[src/rtl/spi_multiword_master.sv]
// rtl/spi_multiword_master.sv - SPI master that shifts a burst of NUM_WORDS words per start.
// SCK polarity/phase and slave-select policy are latched per burst.
module spi_multiword_master #(
  parameter int DATA_BITS = 8,
  parameter int NUM_WORDS = 4,
  parameter int CLK_DIV   = 4
) (
  input  logic                           clk,
  input  logic                           reset,
  input  logic                           start,
  input  logic [1:0]                     mode,
  input  logic                           tied_SS,
  input  logic [NUM_WORDS*DATA_BITS-1:0] tx_words,
  output logic [NUM_WORDS*DATA_BITS-1:0] rx_words,
  output logic                           busy,
  output logic                           done,
  output logic                           SCK,
  output logic                           SS,
  output logic                           MOSI,
  input  logic                           MISO
);
  localparam int WW = $clog2(NUM_WORDS + 1);
  localparam int DW = $clog2(CLK_DIV);
  localparam int TW = $clog2(2 * DATA_BITS);

  typedef enum logic [2:0] {IDLE, SETUP, XFER, HOLD, GAP, DONE} state_t;
  state_t state, state_nx;

  logic [DW-1:0]                  div_cnt;
  logic [TW-1:0]                  tog_cnt;
  logic [WW-1:0]                  word_idx;
  logic [WW-1:0]                  load_idx;
  logic                           cpha, tied;
  logic [NUM_WORDS*DATA_BITS-1:0] tx_lat;
  logic [DATA_BITS-1:0]           tx_sh, rx_sh, load_word, rx_fin;
  logic                           div_end, last_tog, last_word, leading;

  assign div_end   = (div_cnt == DW'(CLK_DIV - 1));
  assign last_tog  = (tog_cnt == TW'(2 * DATA_BITS - 1));
  assign last_word = (word_idx == WW'(NUM_WORDS - 1));
  assign leading   = ~tog_cnt[0];
  // With CPHA=1 the final bit is sampled on the very toggle that ends the word.
  assign rx_fin    = cpha ? {rx_sh[DATA_BITS-2:0], MISO} : rx_sh;

  // During XFER the word being loaded is the next one (back-to-back tied bursts).
  assign load_idx  = (state == XFER) ? word_idx + WW'(1) : word_idx;

  always_comb begin
    load_word = tx_lat[DATA_BITS-1:0];
    for (int k = 0; k < NUM_WORDS; k++)
      if (load_idx == WW'(k)) load_word = tx_lat[k*DATA_BITS +: DATA_BITS];
  end

  always_comb begin
    state_nx = state;
    case (state)
      IDLE:    if (start) state_nx = SETUP;
      SETUP:   if (div_end) state_nx = XFER;
      XFER:    if (div_end && last_tog) state_nx = (tied && !last_word) ? XFER : HOLD;
      HOLD:    if (div_end) state_nx = last_word ? DONE : GAP;
      GAP:     if (div_end) state_nx = SETUP;
      DONE:    state_nx = IDLE;
      default: state_nx = IDLE;
    endcase
  end

  assign SS   = !(state == SETUP || state == XFER || state == HOLD);
  assign busy = (state != IDLE) && (state != DONE);
  assign done = (state == DONE);

  always_ff @(posedge clk or negedge reset) begin
    if (!reset) state <= IDLE;
    else        state <= state_nx;
  end

  always_ff @(posedge clk or negedge reset) begin
    if (!reset) begin
      div_cnt  <= '0;
      tog_cnt  <= '0;
      word_idx <= '0;
      cpha     <= 1'b0;
      tied     <= 1'b0;
      tx_lat   <= '0;
      tx_sh    <= '0;
      rx_sh    <= '0;
      rx_words <= '0;
      SCK      <= 1'b0;
      MOSI     <= 1'b0;
    end else begin
      if (state inside {SETUP, XFER, HOLD, GAP}) div_cnt <= div_end ? '0 : div_cnt + DW'(1);
      else                                       div_cnt <= '0;

      case (state)
        IDLE: begin
          SCK  <= mode[1];
          MOSI <= 1'b0;
          if (start) begin
            cpha     <= mode[0];
            tied     <= tied_SS;
            tx_lat   <= tx_words;
            word_idx <= '0;
            tog_cnt  <= '0;
            MOSI     <= tx_words[DATA_BITS-1];
            tx_sh    <= mode[0] ? tx_words[DATA_BITS-1:0] : {tx_words[DATA_BITS-2:0], 1'b0};
          end
        end
        XFER: if (div_end) begin
          SCK     <= ~SCK;
          tog_cnt <= last_tog ? '0 : tog_cnt + TW'(1);
          if (cpha != leading) rx_sh <= {rx_sh[DATA_BITS-2:0], MISO};
          if (cpha ? leading : (!leading && !last_tog)) begin
            MOSI  <= tx_sh[DATA_BITS-1];
            tx_sh <= {tx_sh[DATA_BITS-2:0], 1'b0};
          end
          if (last_tog) begin
            for (int k = 0; k < NUM_WORDS; k++)
              if (word_idx == WW'(k)) rx_words[k*DATA_BITS +: DATA_BITS] <= rx_fin;
            if (tied && !last_word) begin
              word_idx <= word_idx + WW'(1);
              MOSI     <= load_word[DATA_BITS-1];
              tx_sh    <= cpha ? load_word : {load_word[DATA_BITS-2:0], 1'b0};
            end
          end
        end
        HOLD: if (div_end) begin
          if (!last_word) word_idx <= word_idx + WW'(1);
          else            MOSI     <= 1'b0;
        end
        GAP: if (div_end) begin
          MOSI  <= load_word[DATA_BITS-1];
          tx_sh <= cpha ? load_word : {load_word[DATA_BITS-2:0], 1'b0};
        end
        default: ;
      endcase
    end
  end
endmodule

[config.mk]
export PLATFORM = sky130hd
export DESIGN_NAME = spi_multiword_master
export DESIGN_NICKNAME = d
export VERILOG_FILES = /design/src/rtl/spi_multiword_master.sv
export SDC_FILE = /design/constraint.sdc
export NUM_CORES = 1
export LEC_CHECK = 0
export ABC_CLOCK_PERIOD_IN_PS = 3600
export CORE_MARGIN = 1.5
export CORE_UTILIZATION = 37
export DETAILED_ROUTE_END_ITERATION = 12
export GPL_ROUTABILITY_DRIVEN = 1
export GPL_TIMING_DRIVEN = 1
export PLACE_DENSITY = 0.67
export SETUP_SLACK_MARGIN = 0.05
export SYNTH_ARGS = -nofsm -noshare
export SYNTH_HDL_FRONTEND = slang
export SYNTH_SLANG_ARGS = --single-unit
[constraint.sdc]
create_clock -name clk -period 3.6 [get_ports clk]
set_clock_uncertainty 0.1 [all_clocks]
set_input_delay 0.72 -clock clk [delete_from_list [all_inputs] [get_ports clk]]
set_output_delay 0.72 -clock clk [all_outputs]
set_load 0.005 [all_outputs]
==> summary.txt <==
Critical path
  – Crit path DAT: between 2 and 2.5 ns
  – Reg2reg end: tx_sh[5]
  – Worst Setup SP: state[2]
  – Worst setup EP type: output pin
  – Flop2flop setup slack: approximately 0.77 ns
  – RR Startpoint: word_idx[1]
  – Reg2Reg Depth: 7
  – CP endpoint: done
  – CP max FO: 25
  – Worst path required time: ~2.8 ns
  – Kind of critical path: flop to output pin
  – Crit start category: flop

Synth
  – Top FF cell, synth: dfrtp_1
  – Top cell type by total area after synthesis: dfrtp_1
  – Avg Inst Size Synth: 11.0 um2
  – Synthesis-stage register bit count: 96
  – Top cells by count, synth: dfrtp_1, mux2_2, nand3_1, clkbuf_1, a21oi_1
  – Library cells used by synthesis: 56
  – Main area contributors after synthesis: dfrtp_1, mux2_2, mux2i_1
  – Post-synth top area share: around 46%
  – Post-synth EDFFs: 0
  – Cell with the most instances after synthesis: dfrtp_1
  – Net count after synthesis: 522
  – Post-synthesis sequential area ratio: roughly 46%
  – Cell count after synthesis: 476
  – Synth warn: 0
  – Synthesized area: between 5000 and 6000 um2
  – Asr flop ratio synth: 100%

Floorplan
  – Cell Rows: 43
  – # IOs: 76
  – Die Width: 122 um
  – Die Y: ~120 um
  – Die area: 14,900 um2
  – Placeable core area: 13,900 um2
  – Starting Density: 37.8%

Timing
  – Final setup margin: 0.452 ns
  – Tcrit/Tclk final: 87.4%
  – RSZ-0062 raised after global routing: false
  – Fin. max-slew vios: 0
  – Setup TNS: 0 ns
  – Final Setup Violations: 0
  – Rel. slew slack: ~43%
  – Max frequency: 0.318 GHz
  – Worst-Margin Slew: between 0.8 and 0.9 ns
  – Final hold viol count: 0
  – Tmin final: ~3.1 ns
  – Hold slack: 0.240 ns

Placed design
  – Buffers added on ports: 75
  – Placed Area: 6140 um2
  – Placed Cells incl. Taps: 706
  – Hpwl dp: 9480 um
  – GP Congestion: 0.950
  – Pre-CTS setup slack: 0.808 ns

Power and ir drop
  – Sw Ratio: 40.2%
  – Comb pwr share: 42.2%
  – Power share of the clock group: a little over a fifth
  – Pwr/cell area: ~750 nW/um2
  – P_int: 2.89 mW
  – VDD IR max: about 0.00027 V
  – Sequential power share: 36.4%
  – Leak: 2.70 nW
  – Net Sw Power: roughly 1.9 mW
  – Pwr Total: 4.83 mW

Drt
  – Residual DRC: 0
  – Top layer in use: met4
  – Met2 WL: around 6500 um
  – Drt pass-1 iters: 5
  – Total wire length: 13,300 um
  – ANT nets after route: 0
  – Drt wl/cell: 18.4 um
  – Vias: 4,167
  – Met3 wire length: 700 um
  – DRT met1 WL: 5920 um
  – Initial DRC Count: 334
  – Vias per inst: 5.77

Global route
  – Largest net degree at the start of global routing: 53
  – Vias in the first global route: 4,121
  – Total GRT Usage: around a fifth
  – Initial antenna violation count: 0
  – First-pass GRT wire length: 21,700 um
  – Total grt overflow: 0

Finish
  – Layout fillers: 1,317
  – Fin area: approximately 6500 um2
  – Final Non-Filler Cells: 722
  – Share of layout cells above drive strength 1: 22.1%
  – Ant diodes: 0
  – Post-Route Utilization: 46.6%
  – NumNets Final: 583
  – Area grow syn2layout: 23.3%

Clocking
  – CTS Hold Bufs: 0
  – Post-CTS Setup Bufs: 0
  – CTS Buffer Depth: 2
  – Reg clk slew, reported paths: 0.08 ns
  – Clock latency on the worst-skew pair: 0.35 ns
  – CTS root buf: clkbuf_16
  – CTS Sinks: 96
  – CTS tree: yes
  – Clock buffer count from CTS: 9
  – H-tree levels: 3
  – Post-CTS Resized: 0

Outcome
  – Status: finished, final reports clean

Min path
  – Hold Crit Class: input pin to asynchronous set/reset pin

Flow run
  – Max-cap violations: 0
## state kept, by name (all words and copies together) (netlist names)
signal	flops
MOSI	1
SCK	1
cpha	1
div_cnt	2
rx_sh	8
rx_words	32
state	3
tied	1
tog_cnt	4
tx_lat	32
tx_sh	8
word_idx	3
## power groups by stage
stage,registers [mW],logic [mW],clock network [mW]
floorplan,1.57,1.62,0
global placement,1.75,1.98,0
detailed placement,1.77,2.01,0
CTS,1.75,2.02,1.06
global route,1.81,2.24,1.11
finish,1.76,2.04,1.04
## cell type report
class / count / area, um2 / share of cell area (%)
clock buffer: 9 / 225 / 3.48
clock inverter: 7 / 97.6 / 1.51
inverter: 10 / 37.5 / 0.580
multi-input combinational: 338 / 2670 / 41.2
sequential: 96 / 2400 / 37.2
tap: 180 / 225 / 3.48
timing repair buffer: 82 / 813 / 12.6
## how the worst min path moves through the flow
stage | startpoint | end | slack (ns) | cells past startpoint
5_1_grt | reset | rx_words[3] | 0.30 | 1
2_1_floorplan | div_cnt[0] | div_cnt[0] | 0.31 | 1
4_1_cts | reset | rx_words[3] | 0.27 | 1
6_report | reset | rx_words[3] | 0.24 | 1
3_3_place_gp | div_cnt[0] | div_cnt[0] | 0.33 | 1
3_5_place_dp | div_cnt[0] | div_cnt[0] | 0.35 | 1
## critical path, stage by stage, from the launching register on
cell             delay [ns]
dfrtp_1                0.90
nor2b_1                0.39
and2_1                 0.18
clkdlybuf4s50_1        0.50
## metal layers
layer / up-vias / global-route usage [%]
li1: 1933 / -
met1: 2083 / 26.0
met2: 129 / 29.2
met3: 22 / 3.79
met4: 0 / 6.10
met5: - / 0
## cells by family after synthesis
kind of cell | Yosys count | share of synthesized area [%]
AOI/OAI and AO/OA | 93 | 12.7
xor gates and xnor gates | 4 | 0.668
adders and majority gates | 7 | 1.67
buffers and inverters | 42 | 3.56
DFF | 96 | 45.8
muxes | 102 | 21.6
and+or+nand+nor | 132 | 13.9
## placed cells by master, fill, tap and decap left out, types with 8 or more instances in the layout
| cell | instances |
|---|---|
| a21oi_1 | 18 |
| mux2i_1 | 15 |
| o21ai_0 | 16 |
| nand2b_1 | 8 |
| nand2_1 | 16 |
| nand4_1 | 11 |
| clkbuf_16 | 9 |
| o211ai_1 | 8 |
| inv_1 | 8 |
| nand3_1 | 30 |
| clkdlybuf4s50_1 | 74 |
| nor2_1 | 14 |
| dfrtp_1 | 96 |
| nor3_1 | 9 |
| mux2_2 | 86 |
(Power assumes the default switching activity.)
